===== config.mk =====
export PLATFORM = sky130hd
export DESIGN_NAME = s2p_rx
export DESIGN_NICKNAME = d
export VERILOG_FILES = /design/src/rtl/s2p_pkg.sv /design/src/rtl/s2p_rx_sync2.sv /design/src/rtl/s2p_rx.sv
export SDC_FILE = /design/constraint.sdc
export NUM_CORES = 1
export LEC_CHECK = 0
export ABC_AREA = 1
export CAP_MARGIN = 20
export CORE_UTILIZATION = 30
export CTS_CLUSTER_SIZE = 14
export DETAILED_ROUTE_END_ITERATION = 7
export HOLD_SLACK_MARGIN = 0.12
export PLACE_DENSITY = 0.55
export SLEW_MARGIN = 40
export SYNTH_ARGS = -nofsm -noshare
export SYNTH_HDL_FRONTEND = slang
export SYNTH_SLANG_ARGS = --single-unit

===== constraint.sdc =====
create_clock -name clk -period 3.8 [get_ports clk]
set_input_delay 0.57 -clock clk [delete_from_list [all_inputs] [get_ports clk]]
set_output_delay 0.57 -clock clk [all_outputs]
set_load 0.01 [all_outputs]

===== src/rtl/s2p_pkg.sv =====
// Shared types and defaults for the s2p_rx serial-to-parallel receiver.
// Optional parity support is enabled with the S2P_RX_PARITY_EN macro.
package s2p_pkg;

    typedef enum logic [1:0] {
        IDLE,
        RECV,
        HOLD
    } state_t;

    localparam int TIMEOUT_DEFAULT = 255;

endpackage


===== src/rtl/s2p_rx_sync2.sv =====
// Two-flop synchronizer for bringing one asynchronous bit into the clk domain.
module sync2 (
    input  logic clk,
    input  logic rst,
    input  logic d,
    output logic q
);

    logic meta_q;
    logic sync_q;

    always_ff @(posedge clk or posedge rst) begin
        if (rst) begin
            meta_q <= 1'b0;
            sync_q <= 1'b0;
        end else begin
            meta_q <= d;
            sync_q <= meta_q;
        end
    end

    assign q = sync_q;

endmodule


===== src/rtl/s2p_rx.sv =====
// Serial-to-parallel receiver: oversamples s_clk/sin in the clk domain and delivers words with valid/ack.
// Define S2P_RX_PARITY_EN to expect a trailing even-parity bit per frame and report it on perr.
module s2p_rx
    import s2p_pkg::*;
#(
    parameter int DATA_BITS = 16,
    parameter int DIR       = 0,
    parameter int TIMEOUT   = TIMEOUT_DEFAULT
) (
    input  logic                 clk,
    input  logic                 rst,
    input  logic                 s_clk,
    input  logic                 s_clrn,
    input  logic                 sin,
    output logic [DATA_BITS-1:0] PData,
    output logic                 valid,
    input  logic                 ack,
    output logic                 ovr,
    output logic                 ferr,
    output logic                 perr
);

`ifdef S2P_RX_PARITY_EN
    localparam int FRAME_BITS = DATA_BITS + 1;
`else
    localparam int FRAME_BITS = DATA_BITS;
`endif
    localparam int CNT_W  = $clog2(DATA_BITS + 2);
    localparam int IDLE_W = $clog2(TIMEOUT + 1);

    logic s_clk_s, s_clrn_s, sin_s;
    logic s_clk_prev_q;
    logic s_edge;

    state_t                state_q, state_d;
    logic [FRAME_BITS-1:0] shift_q, shift_d;
    logic [FRAME_BITS-1:0] shift_base, shift_next;
    logic [CNT_W-1:0]      cnt_q, cnt_d;
    logic [IDLE_W-1:0]     idle_q, idle_d;
    logic [DATA_BITS-1:0]  pdata_q, pdata_d;
    logic [DATA_BITS-1:0]  frame_data;
    logic                  valid_q, valid_d;
    logic                  ovr_q, ovr_d;
    logic                  ferr_q, ferr_d;

    sync2 u_sync_sclk  (.clk(clk), .rst(rst), .d(s_clk),  .q(s_clk_s));
    sync2 u_sync_sclrn (.clk(clk), .rst(rst), .d(s_clrn), .q(s_clrn_s));
    sync2 u_sync_sin   (.clk(clk), .rst(rst), .d(sin),    .q(sin_s));

    assign s_edge = s_clk_s & ~s_clk_prev_q;

    // A new frame always starts from an empty register, whatever the last frame left behind.
    assign shift_base = (state_q == IDLE) ? '0 : shift_q;
    assign shift_next = (DIR == 0) ? {shift_base[FRAME_BITS-2:0], sin_s}
                                   : {sin_s, shift_base[FRAME_BITS-1:1]};

`ifdef S2P_RX_PARITY_EN
    logic frame_par;
    logic perr_q, perr_d;

    always_comb begin
        if (DIR == 0) begin
            frame_data = shift_q[FRAME_BITS-1:1];
            frame_par  = shift_q[0];
        end else begin
            frame_data = shift_q[FRAME_BITS-2:0];
            frame_par  = shift_q[FRAME_BITS-1];
        end
    end

    always_comb begin
        perr_d = perr_q;
        if (s_clrn_s && state_q == HOLD)
            perr_d = ^{frame_data, frame_par};
    end

    always_ff @(posedge clk or posedge rst) begin
        if (rst) perr_q <= 1'b0;
        else     perr_q <= perr_d;
    end

    assign perr = perr_q;
`else
    assign frame_data = shift_q;
    assign perr       = 1'b0;
`endif

    always_comb begin
        state_d = state_q;
        shift_d = shift_q;
        cnt_d   = cnt_q;
        idle_d  = idle_q;
        pdata_d = pdata_q;
        valid_d = valid_q;
        ovr_d   = ovr_q;
        ferr_d  = 1'b0;

        if (valid_q && ack)
            valid_d = 1'b0;

        if (!s_clrn_s) begin
            state_d = IDLE;
            shift_d = '0;
            cnt_d   = '0;
            idle_d  = '0;
            ovr_d   = 1'b0;
        end else begin
            case (state_q)
                IDLE: begin
                    if (s_edge) begin
                        shift_d = shift_next;
                        cnt_d   = CNT_W'(1);
                        idle_d  = '0;
                        state_d = RECV;
                    end
                end
                RECV: begin
                    if (s_edge) begin
                        shift_d = shift_next;
                        cnt_d   = cnt_q + CNT_W'(1);
                        idle_d  = '0;
                        if (cnt_q == CNT_W'(FRAME_BITS - 1))
                            state_d = HOLD;
                    end else if (idle_q == IDLE_W'(TIMEOUT - 1)) begin
                        state_d = IDLE;
                        shift_d = '0;
                        cnt_d   = '0;
                        idle_d  = '0;
                        ferr_d  = 1'b1;
                    end else begin
                        idle_d = idle_q + IDLE_W'(1);
                    end
                end
                HOLD: begin
                    // An ack landing in the delivery cycle retires the old word, so no overrun.
                    pdata_d = frame_data;
                    valid_d = 1'b1;
                    if (valid_q && !ack)
                        ovr_d = 1'b1;
                    cnt_d   = '0;
                    state_d = IDLE;
                end
                default: state_d = IDLE;
            endcase
        end
    end

    always_ff @(posedge clk or posedge rst) begin
        if (rst) begin
            state_q      <= IDLE;
            s_clk_prev_q <= 1'b0;
            shift_q      <= '0;
            cnt_q        <= '0;
            idle_q       <= '0;
            pdata_q      <= '0;
            valid_q      <= 1'b0;
            ovr_q        <= 1'b0;
            ferr_q       <= 1'b0;
        end else begin
            state_q      <= state_d;
            s_clk_prev_q <= s_clk_s;
            shift_q      <= shift_d;
            cnt_q        <= cnt_d;
            idle_q       <= idle_d;
            pdata_q      <= pdata_d;
            valid_q      <= valid_d;
            ovr_q        <= ovr_d;
            ferr_q       <= ferr_d;
        end
    end

    assign PData = pdata_q;
    assign valid = valid_q;
    assign ovr   = ovr_q;
    assign ferr  = ferr_q;

endmodule

======== Word-level counts from Yosys, hierarchy flattened ========
Cells that the tools add are included.
Widths: inputs -> output; s select.
word-level totals
  flip-flop bits (word level) ............. 57
  latch bits .............................. 0
  memory bits (writable) .................. 0
  memory bits (read-only) ................. 0
  output and inout port bits .............. 20
  memories ................................ 0
operators by class
  add/sub/neg operators ................... 2
  multipliers ............................. 0
  div/mod/pow operators ................... 0
  order comparisons ....................... 0
  eq/ne operators ......................... 11
  shift operators ......................... 0
  mux-type cells .......................... 32
  bitwise logic cells ..................... 2
  reduce and logical (&&, ||, !) cells .... 10
operators with widths
  kind                 count
  $mux 16              4
  $mux 8               4
  $pmux 16 s2          1
  $mux 5               4
  $pmux 8 s2           1
  $mux 15              1
  $pmux 5 s3           1
  $ne 4x4->1 const B   3
  $mux 1               10
  $mux 2               5
  $reduce_and 3->1     3
  $add 8x1->8 const B  1
  $eq 8x8->1 const B   1
  $ne 3x3->1 const B   2
  $reduce_and 2->1     3
  $add 5x1->5 const B  1
  $eq 5x4->1 const B   1
  $ne 2x2->1 const B   2
  $pmux 2 s2           1
  $eq 2x1->1 const B   1
  $eq 2x2->1 const B   1
  $logic_and 1x1->1    2
  $logic_not 2->1      1
  $and 1x1->1          1
  2 further kinds      2

======== Logic depth before layout (Yosys ltp) ========
Gate-level depths: netlist of run 1.
  word-level depth ........................ 5
  depth in mapped cells ................... 12
  depth with buffers taken out ............ 11

======== Hierarchy ========
From an unflattened synthesis of run 1, not the netlist that was laid out.
unflattened totals
  cells, all modules ...................... 265
  area total of the unflattened synthesis .. 2690.1 µm²
by module, submodules not included
  module  times used  cells an instance  area each (µm²)  sequential area each (µm²)
  s2p_rx  1           256                2528.7           1276.2
  sync2   3           3                  53.8             50.0

======== Worst setup path before layout of run 1 ========
OpenSTA, ideal clock, no wires.
  path kind ............................... register to register
  start point ............................. register state_q[0]
  end point ............................... register shift_q[0] (netlist: frame_data[0])
  setup time .............................. 0.123 ns
  arrival ................................. 1.389 ns
  data required time ...................... 3.677 ns
  slack ................................... 2.288 ns
  stages on the path, launching flop included .. 12
  buffers on the path ..................... 2
  clock period less this slack ............ 1.512 ns
  cell sequence ........................... dfrtp_1 -> inv_1 -> ha_1 -> inv_1 -> nand3_2 -> nand2_4 -> inv_4 -> nand2_4 -> buf_12 -> buf_6 -> nand2_1 -> o21ai_2
on the way
  cells in the longest elaborated chain, start to end .. 3
  elaborated cells between the ends (all ways) .. 8
  those cells by class .................... eq/ne: 4; mux: 2; reduce/logical: 2
ends and longest elaborated chain
  item                                                                 RTL line       RTL
  from (decl)                                                          s2p_rx.sv:35   state_t state_q, state_d;
  from (signal assigned)                                               s2p_rx.sv:160  state_q <= state_d;
  $eq 2x1->1 / $logic_not 2->1 (equally long branches)                 s2p_rx.sv:108  case (state_q)
  $ne 4x4->1 (no source line), or another cell as far along            n/a
  $reduce_and 3->1 (no source line) / $mux 16 (equally long branches)  n/a
  to (signal assigned)                                                 s2p_rx.sv:162  shift_q <= shift_d;
  to (decl)                                                            s2p_rx.sv:36   logic [FRAME_BITS-1:0] shift_q, shift_d;
Several ways; a longest one is shown, not always the timed one.
A chain may end at the register's enable or synchronous reset.

======== Worst setup path after layout of run 1 ========
  start point ............................. register state_q[0]
  end point ............................... register shift_q[11] (netlist: frame_data[11])
on the way
  cells in the longest elaborated chain, start to end .. 5
  elaborated cells between the ends (all ways) .. 11
  those cells by class .................... eq/ne: 4; mux: 5; reduce/logical: 2
ends and longest elaborated chain
  item                        RTL line                      RTL
  $logic_not 2->1             s2p_rx.sv:53, s2p_rx.sv:108
  $mux 15                     s2p_rx.sv:53                  assign shift_base = (state_q == IDLE) ? '0 : shift_q;
  $mux 16 (on tied branches)  s2p_rx.sv:118, s2p_rx.sv:110
  $pmux 16 s2                 s2p_rx.sv:108
  $mux 16                     s2p_rx.sv:101                 if (!s_clrn_s) begin
Several ways; a longest one is shown, not always the timed one. The select of a mux whose other input is x is not followed.

==> results of run 1 <==
==> through the flow <==
| step | instances | total power, mW | utilization, % |
|---|---|---|---|
| after floorplan | 249 | 1.00 | - |
| final | 388 | 1.60 | 37.3 |
| after CTS | 388 | 1.63 | 37.3 |
| after global placement | 372 | 1.01 | 34.8 |
| after global routing | 388 | 1.71 | 37.3 |
| after detailed placement | 372 | 1.01 | 34.8 |
==> layout by cell type, fill, tap and decap left out, types with 2 or more instances in the layout <==
| cell | n |
|---|---|
| inv_1 | 23 |
| ha_1 | 7 |
| nand4_1 | 3 |
| o21ai_2 | 7 |
| nand3_1 | 6 |
| clkbuf_1 | 2 |
| clkbuf_8 | 9 |
| nand2_2 | 6 |
| clkinv_2 | 2 |
| dfrtp_1 | 57 |
| nand2_4 | 5 |
| bufinv_16 | 2 |
| nand2_1 | 54 |
| o21ai_0 | 15 |
| inv_4 | 2 |
| buf_4 | 2 |
| mux2_2 | 16 |
| nand3_2 | 2 |
| nor2_2 | 4 |
| nor2_1 | 19 |
| clkdlybuf4s50_1 | 24 |
| o21ai_1 | 4 |
==> registers in the layout, summed over array words and instances (netlist names), 2 cells and up <==
name        cells
PData          16
cnt_q           5
frame_data     16
idle_q          8
state_q         2
==> cell usage after synthesis <==
| library cell | number |
|---|---|
| o21ai_0 | 15 |
| nand2_2 | 6 |
| nand3_1 | 6 |
| buf_6 | 2 |
| nor2_1 | 19 |
| o21ai_2 | 7 |
| o211ai_1 | 1 |
| buf_2 | 2 |
| a21oi_1 | 1 |
| clkbuf_2 | 1 |
| nor3_1 | 1 |
| mux2_2 | 16 |
| nor2_4 | 1 |
| nand2_1 | 54 |
| nand4_1 | 3 |
| or2_2 | 1 |
| buf_4 | 1 |
| nor2_2 | 4 |
| o21ai_1 | 4 |
| xor2_1 | 1 |
| inv_4 | 2 |
| ha_1 | 7 |
| nand3_2 | 2 |
| a22oi_1 | 1 |
| inv_1 | 24 |
| conb_1 | 1 |
| a21oi_2 | 1 |
| dfrtp_1 | 57 |
| o21a_1 | 1 |
| nand2_4 | 5 |
| buf_12 | 2 |
==> final cells by class <==
class                      instances  area, µm²
fill                             840       5170
multi-input combinational        158        957
timing repair buffer              26        255
clock inverter                     5       78.8
tap                              105        131
clock buffer                      11        131
inverter                          26        103
sequential                        57       1430
==> worst max-delay path, delay by kind of cell, from the launching register on <==
kind            cells  cell delay [ps]
fa+ha+maj           1              230
buf+inv             2              190
compound gates      2              720
simple gates        2              210
flops               1              370
==> final timing paths <==
check / startpoint / to / slack, ps / cells after the start
max: state_q[0]$_DFFE_PP0P_ / frame_data[11]$_DFFE_PP0P_ / 1990 / 7
min: u_sync_sclk.meta_q$_DFF_PP0_ / u_sync_sclk.q$_DFF_PP0_ / 360 / 0
max reg2reg: state_q[0]$_DFFE_PP0P_ / frame_data[11]$_DFFE_PP0P_ / 1990 / 7
min reg2reg: u_sync_sclk.meta_q$_DFF_PP0_ / u_sync_sclk.q$_DFF_PP0_ / 360 / 0
max in group asynchronous: rst / frame_data[9]$_DFFE_PP0P_ / 2530 / 3
min in group asynchronous: rst / u_sync_sclk.meta_q$_DFF_PP0_ / 610 / 2
==> routing by layer <==
metal / up-vias / share of wire (%)
met5: - / 0
met4: 0 / 1.8
met3: 6 / 4.0
met2: 32 / 47
met1: 781 / 47
li1: 851 / -
==> cell families after synthesis <==
| kind of cell | share of synthesized area [%] |
|---|---|
| AO/OA/AOI/OAI | 7.49 |
| XOR/XNOR | 0.341 |
| adder cells (fa/ha/maj) | 3.41 |
| buffers and inverters | 7.30 |
| flip-flops | 55.5 |
| multiplexers | 7.01 |
| other | 0.146 |
| AND/OR/NAND/NOR | 18.8 |
==> power by group through the flow <==
| stage | Combinational (mW) | Sequential, mW | Clock, mW |
|---|---|---|---|
| after global placement | 0.327 | 0.684 | 0 |
| after floorplan | 0.319 | 0.681 | 0 |
| after detailed placement | 0.328 | 0.685 | 0 |
| after global routing | 0.370 | 0.679 | 0.657 |
| after CTS | 0.330 | 0.674 | 0.629 |
| final | 0.323 | 0.674 | 0.605 |
==> results.py, run 1 <==
metrics = {
    "grt": {
        "grt_use_total_pct": 11.5,
        "grt_use_met2_pct": 18.1,
        "use_met3_pct": 4.59,
        "busiest_layer": "met2",
        "grt_max_degree": 39,
        "grt_pass1_wl_mm": 7.69,
        "met1_usage_pct": 13.8,
        "grt_pass1_vias": 1719,
        "gr-total-overflow": 0,
        "antenna_found_initial": 0,
    },
    "clock_network": {
        "post_cts_resized": 0,
        "ctsHtreeMaxLevel": 3,
        "cts.path.max_buffers": 2,
        "cts_sinks": 57,
        "clkTransAtPathRegs_ps": 60,
        "postCtsSetupBuffers": 0,
        "cts_root_buffer": "clkbuf_8",
        "clock_latency_ps": 330,
        "cts_tree": "done",
        "cts_buffers": 9,
        "ctsHoldBuffers": 0,
    },
    "route": {
        "wire_per_inst_um": 10.8,
        "vias": 1670,
        "ant_nets": 0,
        "dr.pass1.iters": 4,
        "first_iter_violations": 58,
        "route.detailed.drc": 0,
        "viasPerCell": 4.30,
        "routed_wl_mm": 4.19,
    },
    "pwr": {
        "switching_power_mw": 0.488,
        "clkPwrFrac_pct": 37.7,
        "p_comb_share_pct": 20.2,
        "p_per_area_nw_per_um2": 520,
        "seqPwrFrac_pct": 42.1,
        "swShare_pct": 30.5,
        "leakagePower_nw": 1.42,
        "irDropWorstVdd_uv": 250,
        "internal-power_mw": 1.11,
    },
    "floorplan": {
        "dieArea_um2": 8950,
        "rows": 33,
        "start_util_pct": 31.1,
        "core-area_um2": 8260,
        "die_w_um": 94.6,
        "die_y_um": 94.6,
        "io_pins": 26,
    },
    "timing": {
        "slew_headroom_pct": 54.7,
        "skew_ps": 6.15,
        "rsz0062_at_grt": "no",
        "tns_ps": 0,
        "tightest_slew_ps": 680,
        "finalCritPeriodShare_pct": 47.8,
        "finalWorstSetupSlack_ps": 1990,
        "hold_ws_ps": 356,
        "setup_violations": 0,
        "maxSlewViolCount": 0,
        "hold_viol_final": 0,
        "min_period_ps": 1810,
        "max_freq_mhz": 551,
    },
    "place": {
        "placed_area_um2": 2870,
        "gp_congestion": 0.748,
        "hpwl_mm": 2.83,
        "io_buffers": 24,
        "dpl_worst_slack_ps": 2020,
    },
    "worst_setup_path": {
        "arrival_ps": 2060,
        "slowest_delay_ps": 520,
        "cp-end-kind": "register",
        "cp_cell_sequence": "inv_1 > ha_1 > inv_1 > nand2_1 > a21oi_2 > nand2_1 > o21ai_0",
        "start_kind": "register",
        "crit_path_max_fanout": 15,
        "cp.required_ps": 4040,
        "critical-path-slowest-cell": "a21oi_2",
        "path_class": "reg -> reg",
    },
    "cells_and_area": {
        "drive_above_1_share_pct": 21.9,
        "n_antenna_cell": 0,
        "syn_to_final_growth_pct": 19.9,
        "finalInstanceArea_um2": 3080,
        "nets": 291,
    },
    "hold_path": {
        "min_path_type": "reg -> reg",
    },
    "yosys": {
        "synth_cell_type_count": 31,
        "synth-seq-cells": 57,
        "synthCells": 249,
        "synth_top_area_share_pct": 55.5,
        "syn_avg_cell_area_um2": 10.3,
        "synth_nets": 262,
        "yosysSeqAreaShare_pct": 55.5,
        "netlist_top_cells_area": "dfrtp_1 55%, nand2_1 7.9%, mux2_2 7.0%",
        "synth_warnings": 0,
        "syn_area_um2": 2570,
        "synth.largest_area_cell": "dfrtp_1",
    },
    "flow_run": {
        "max_cap_violations": 0,
    },
    "status": {
        "status": "finished clean",
    },
}
Power figures use the tool's default switching activity.
==> run 2, diff against run 1 <==
--- a/config.mk
+++ b/config.mk
@@ -11,7 +11,7 @@
 export CTS_CLUSTER_SIZE = 14
 export DETAILED_ROUTE_END_ITERATION = 7
 export HOLD_SLACK_MARGIN = 0.12
-export PLACE_DENSITY = 0.55
+export PLACE_DENSITY = 0.57
 export SLEW_MARGIN = 40
 export SYNTH_ARGS = -nofsm -noshare
 export SYNTH_HDL_FRONTEND = slang
==> constraint.sdc (replaced) <==
create_clock -name clk -period 1.61 [get_ports clk]
set_input_delay 0.2415 -clock clk [delete_from_list [all_inputs] [get_ports clk]]
set_output_delay 0.2415 -clock clk [all_outputs]
set_load 0.01 [all_outputs]
==> run 2 against run 1 <==
Via count up 3.5%. Fmax increased by 20%. Sequential share of layout area shrank 2.3 points. Final area up 5.4%. Final cell count rose by 1.8%. Clock skew up 1.9 ps. Count of clock-buffer cells in the layout decreased by 1. Sequential cell count unchanged. Total power rose by 150%. Clock power increased by 120%.
==> results.py, run 2 (synthesis results as in run 1) <==
metrics = {
    "route": {
        "wl_met3_um": 172,
        "route.detailed.drc": 0,
        "vias": 1728,
        "dr.max_layer_used": "met4",
        "met1Wirelength_mm": 2.06,
        "first_iter_violations": 36,
        "wire_per_inst_um": 11.6,
        "wl_met2_mm": 2.28,
        "ant_nets": 0,
        "routed_wl_mm": 4.58,
        "viasPerCell": 4.37,
        "dr.pass1.iters": 4,
    },
    "worst_setup_path": {
        "crit_path_max_fanout": 22,
        "path_class": "reg -> reg",
        "arrival_ps": 1730,
        "cp.required_ps": 1820,
        "cp-end-kind": "register",
        "start_kind": "register",
    },
    "timing": {
        "setup_violations": 0,
        "finalCritPeriodShare_pct": 94.2,
        "hold_viol_final": 0,
        "finalWorstSetupSlack_ps": 94.0,
        "skew_ps": 8.05,
        "maxSlewViolCount": 0,
        "max_freq_mhz": 660,
        "min_period_ps": 1520,
    },
    "cells_and_area": {
        "multi_input_area_um2": 993,
        "regArea_um2": 1430,
        "n_antenna_cell": 0,
        "finalInstanceArea_um2": 3250,
        "syn_to_final_growth_pct": 26.4,
        "nets": 298,
        "fillers": 805,
        "mostFrequentLayoutCells": "56 x dfrtp_1, 54 x nand2_1, 24 x clkdlybuf4s50_1, 21 x inv_1, 18 x nor2_1",
        "drive_above_1_share_pct": 26.6,
        "final_common_cell": "dfrtp_1",
        "post-route-util_pct": 39.3,
    },
    "grt": {
        "grt_pass1_vias": 1779,
        "antenna_found_initial": 0,
        "grt_pass1_wl_mm": 7.96,
        "grt_use_total_pct": 12.1,
        "grt_max_degree": 28,
        "gr-total-overflow": 0,
    },
    "clock_network": {
        "clkTransAtPathRegs_ps": 70,
        "cts.path.max_buffers": 2,
        "cts_sinks": 57,
        "ctsHtreeMaxLevel": 3,
        "cts_root_buffer": "clkbuf_8",
        "cts_buffers": 9,
        "clock_latency_ps": 330,
        "cts_tree": "done",
        "ctsHoldBuffers": 0,
    },
    "floorplan": {
        "die_w_um": 94.6,
        "start_util_pct": 31.1,
        "dieArea_um2": 8950,
        "io_pins": 26,
        "core-area_um2": 8260,
        "rows": 33,
        "die_y_um": 94.6,
    },
    "place": {
        "placed_area_um2": 3000,
        "gp_congestion": 0.787,
        "hpwl_mm": 3.23,
        "io_buffers": 24,
        "dpl_worst_slack_ps": 2.84,
    },
    "pwr": {
        "leakagePower_nw": 1.47,
        "irDropWorstVdd_uv": 515,
        "p_total_mw": 3.99,
        "p_per_area_nw_per_um2": 1230,
    },
    "hold_path": {
        "min_path_type": "in -> async",
    },
    "status": {
        "status": "finished clean",
    },
    "flow_run": {
        "max_cap_violations": 0,
    },
}
[run 2: cell types whose count changed in the layout (fill, tap and decap cells not counted), moves of 2 or more]
cell	before	now
buf_12	0	6
clkinvlp_4	0	3
clkbuf_1	2	0
clkinv_4	0	2
ha_1	7	5
ha_4	0	2
inv_1	23	21
[run 2: layout make-up]
type / count / area share [%]
clock buffer: 10 / 4.24
clock inverter: 6 / 2.08
inverter: 26 / 3.35
multi-input combinational: 158 / 30.6
sequential: 57 / 43.9
tap: 105 / 4.04
timing repair buffer: 33 / 11.8
[run 2: per-stage QoR]
step / TNS, ps / hold slack, ps / cells
final: 0 / 246 / 395
after detailed placement: 0 / 335 / 378
after global routing: -12.4 / 246 / 395
after CTS: 0 / 238 / 394
after floorplan: 0 / 273 / 249
after global placement: 0 / 335 / 378
[run 2: repair_timing]
item / in CTS / in global routing
resized for setup: 1 / 9
setup endpoints to repair: 3 / 25
buffers inserted: 0 / 1
endpoints found under the hold margin: 0 / 0
pin swaps: 0 / 3
[run 2: worst paths after layout]
path                       cells past startpoint  slack [ps]                             to                           from
max                                           10          90     frame_data[12]$_DFFE_PP0P_         state_q[1]$_DFFE_PP0P_
min                                            2         250          idle_q[0]$_DFFE_PP0P_                            rst
max in group asynchronous                      3         910         state_q[0]$_DFFE_PP0P_                            rst
min in group clk                               1         350  u_sync_sclrn.meta_q$_DFF_PP0_                         s_clrn
max reg2reg                                   10          90     frame_data[12]$_DFFE_PP0P_         state_q[1]$_DFFE_PP0P_
min reg2reg                                    0         350       u_sync_sclrn.q$_DFF_PP0_  u_sync_sclrn.meta_q$_DFF_PP0_
[run 2: layer usage]
metal	vias up	GRT usage [%]
met5	-	0
met4	0	5.56
met3	4	5.80
met2	27	19.1
met1	835	13.8
li1	862	-
[run 2: worst max-delay path, cell delays in order (launching register included)]
cell and delay [ps]:
dfrtp_1 410, inv_2 120, ha_4 160, inv_1 70
nand3_2 100, nand2_4 80, inv_6 90, nand2_8 80
buf_12 160, nand2_1 50, o21ai_0 80
[run 2: power by group]
group	leakage, nW	total, mW	switching, mW	internal, mW
clock	0.0985	1.35	0.587	0.758
combinational	0.601	1.04	0.595	0.443
sequential	0.774	1.61	0.0842	1.52
total	1.47	3.99	1.27	2.72
==> run 3, diff against run 2 <==
--- a/config.mk
+++ b/config.mk
@@ -10,8 +10,9 @@
 export CORE_UTILIZATION = 30
 export CTS_CLUSTER_SIZE = 14
 export DETAILED_ROUTE_END_ITERATION = 7
+export DONT_BUFFER_PORTS = 1
 export HOLD_SLACK_MARGIN = 0.12
-export PLACE_DENSITY = 0.57
+export PLACE_DENSITY = 0.53
 export SLEW_MARGIN = 40
 export SYNTH_ARGS = -nofsm -noshare
 export SYNTH_HDL_FRONTEND = slang
==> run 3 against run 2 <==
Global-route usage fell by 0.59 points. Final cell count fell by 5.3%. Combinational power fell by 11%. Die area did not move. Worst hold slack improved by 100 ps. Critical path depth fell by 1. Clock power rose by 3%. Sequential power barely moved. Critical path type unchanged. Critical endpoint is now idle_q[3]$_DFFE_PP0P_. Largest cell class unchanged.
==> results.py, run 3 (synthesis results as in run 1) <==
metrics = {
    "status": {
        "status": "finished clean",
    },
    "worst_setup_path": {
        "cp-end-kind": "register",
        "slowest_delay_ps": 420,
        "rr_worst_depth": 9,
        "startpoint": "state_q[0]$_DFFE_PP0P_",
        "critical-path-slowest-cell": "dfrtp_1",
        "r2r-start": "state_q[0]$_DFFE_PP0P_",
        "path_class": "reg -> reg",
        "cp_num_buf_inv": 2,
        "critPathMostFrequentCell": "nand2_4",
        "start_kind": "register",
        "cp_num_cells": 9,
        "reg2reg_to": "idle_q[3]$_DFFE_PP0P_",
        "crit_path_max_fanout": 5,
        "setup.worst_path.end": "idle_q[3]$_DFFE_PP0P_",
        "cp_cell_sequence": "inv_2 > ha_4 > nand2_4 > inv_4 > nand2_4 > nand2_4 > or2_2 > nor2_1 > nor2_2",
        "ff2ff_setup_slack_ps": 110,
        "cp_top_family": "simple AND/OR/NAND/NOR gates",
        "arrival_ps": 1740,
        "cp.required_ps": 1850,
    },
    "cells_and_area": {
        "mostFrequentLayoutCells": "57 x dfrtp_1, 54 x nand2_1, 21 x inv_1, 18 x nor2_1, 16 x mux2_2",
        "final_common_cell": "dfrtp_1",
        "fillers": 824,
        "n_antenna_cell": 0,
        "drive_above_1_share_pct": 27.5,
        "post-route-util_pct": 36.6,
        "nets": 277,
        "final_cells": 374,
        "syn_to_final_growth_pct": 17.5,
    },
    "place": {
        "io_buffers": 0,
        "dpl_worst_slack_ps": 33.3,
        "dp_cells": 352,
        "hpwl_mm": 2.96,
        "gp_congestion": 0.891,
    },
    "timing": {
        "tightest_slew_ps": 509,
        "rsz0062_at_grt": "no",
        "slew_headroom_pct": 66.0,
        "setup_violations": 0,
        "hold_viol_final": 0,
        "finalWorstSetupSlack_ps": 111,
        "skew_ps": 12.7,
        "tns_ps": 0,
        "finalCritPeriodShare_pct": 93.1,
        "maxSlewViolCount": 0,
        "min_period_ps": 1500,
        "max_freq_mhz": 667,
    },
    "floorplan": {
        "core-area_um2": 8260,
        "start_util_pct": 31.1,
        "rows": 33,
        "dieArea_um2": 8950,
        "die_w_um": 94.6,
        "die_y_um": 94.6,
        "io_pins": 26,
    },
    "route": {
        "vias": 1666,
        "ant_nets": 0,
        "routed_wl_mm": 4.38,
        "viasPerCell": 4.45,
        "dr.pass1.iters": 4,
        "route.detailed.drc": 0,
        "first_iter_violations": 44,
        "wire_per_inst_um": 11.7,
    },
    "grt": {
        "grt_use_total_pct": 11.5,
        "gr-total-overflow": 0,
        "antenna_found_initial": 0,
        "grt_pass1_vias": 1613,
        "grt_max_degree": 38,
        "grt_pass1_wl_mm": 7.58,
    },
    "clock_network": {
        "cts.path.max_buffers": 2,
        "ctsHtreeMaxLevel": 3,
        "cts_buffers": 9,
        "clock_latency_ps": 340,
        "cts_tree": "done",
        "cts_sinks": 57,
        "cts_root_buffer": "clkbuf_8",
        "clkTransAtPathRegs_ps": 70,
    },
    "flow_run": {
        "max_cap_violations": 0,
    },
    "pwr": {
        "swShare_pct": 31.3,
        "clkPwrFrac_pct": 35.4,
        "internal-power_mw": 2.70,
        "p_per_area_nw_per_um2": 1300,
        "seqPwrFrac_pct": 41.1,
        "leakagePower_nw": 1.40,
        "switching_power_mw": 1.23,
        "irDropWorstVdd_uv": 528,
        "p_comb_share_pct": 23.5,
    },
    "hold_path": {
        "min_path_type": "reg -> reg",
    },
}
## run 3: cell types whose count changed in the layout (fill, tap and decap cells not counted), sizes merged
cell           previous run  this run
clkdlybuf4s50            24         0
buf                       9         7
clkbuf                   10        12
clkinvlp                  3         2
dlygate4sd3               0         5
clkinv                    3         2
## run 3: area by class of cell
type | count | area (µm²) | area share (%)
flip-flops and latches | 57 | 1430 | 47.2
multi-input cells | 158 | 990 | 32.8
repair buffers | 12 | 160 | 5.30
clock buffers | 12 | 155 | 5.14
well taps | 105 | 131 | 4.35
inverters | 26 | 106 | 3.52
clock inverters | 4 | 51.3 | 1.70
## run 3: what timing repair did
action	in CTS	in global routing
hold buffers	5	0
setup buffers	0	1
gates resized for setup	0	11
endpoints found under the hold margin	24	0
endpoints found under the setup margin	0	26
## run 3: per-stage QoR
stage,area (µm²),total power [mW],hold WS [ps]
after floorplan,2570,2.36,273
after global placement,2720,2.47,158
after detailed placement,2720,2.48,176
after CTS,2970,3.90,352
after global routing,3020,4.17,353
final,3020,3.92,348
## run 3: worst min-delay path by stage
stage | start | endpoint | slack [ps] | depth (start not counted)
after floorplan | s_clk | u_sync_sclk.meta_q$_DFF_PP0_ | 270 | 0
after global placement | rst | u_sync_sclrn.meta_q$_DFF_PP0_ | 160 | 1
after detailed placement | rst | u_sync_sclrn.meta_q$_DFF_PP0_ | 180 | 1
after CTS | u_sync_sclk.meta_q$_DFF_PP0_ | u_sync_sclk.q$_DFF_PP0_ | 350 | 0
after global routing | u_sync_sclk.meta_q$_DFF_PP0_ | u_sync_sclk.q$_DFF_PP0_ | 350 | 0
final | u_sync_sclk.meta_q$_DFF_PP0_ | u_sync_sclk.q$_DFF_PP0_ | 350 | 0
## run 3: per-layer routing
layer	wire length [µm]	vias up	track usage, %
met1	2060	791	13.1
li1	-	819	-
met3	204	11	4.67
met5	0	-	0
met2	2030	45	18.1
met4	90	0	6.82
## run 3: power by group through the flow
| stage | logic (mW) | registers, mW | clock network (mW) |
|---|---|---|---|
| after floorplan | 0.754 | 1.61 | 0 |
| after global placement | 0.844 | 1.63 | 0 |
| after detailed placement | 0.852 | 1.63 | 0 |
| after CTS | 0.865 | 1.60 | 1.43 |
| after global routing | 1.03 | 1.62 | 1.51 |
| final | 0.924 | 1.61 | 1.39 |
## run 3: worst register-to-register path, cell delays in order, from the launching register on
cell and delay, ps:
dfrtp_1 420, inv_2 80, ha_4 170, nand2_4 70
inv_4 40, nand2_4 80, nand2_4 80, or2_2 300
nor2_1 120, nor2_2 50
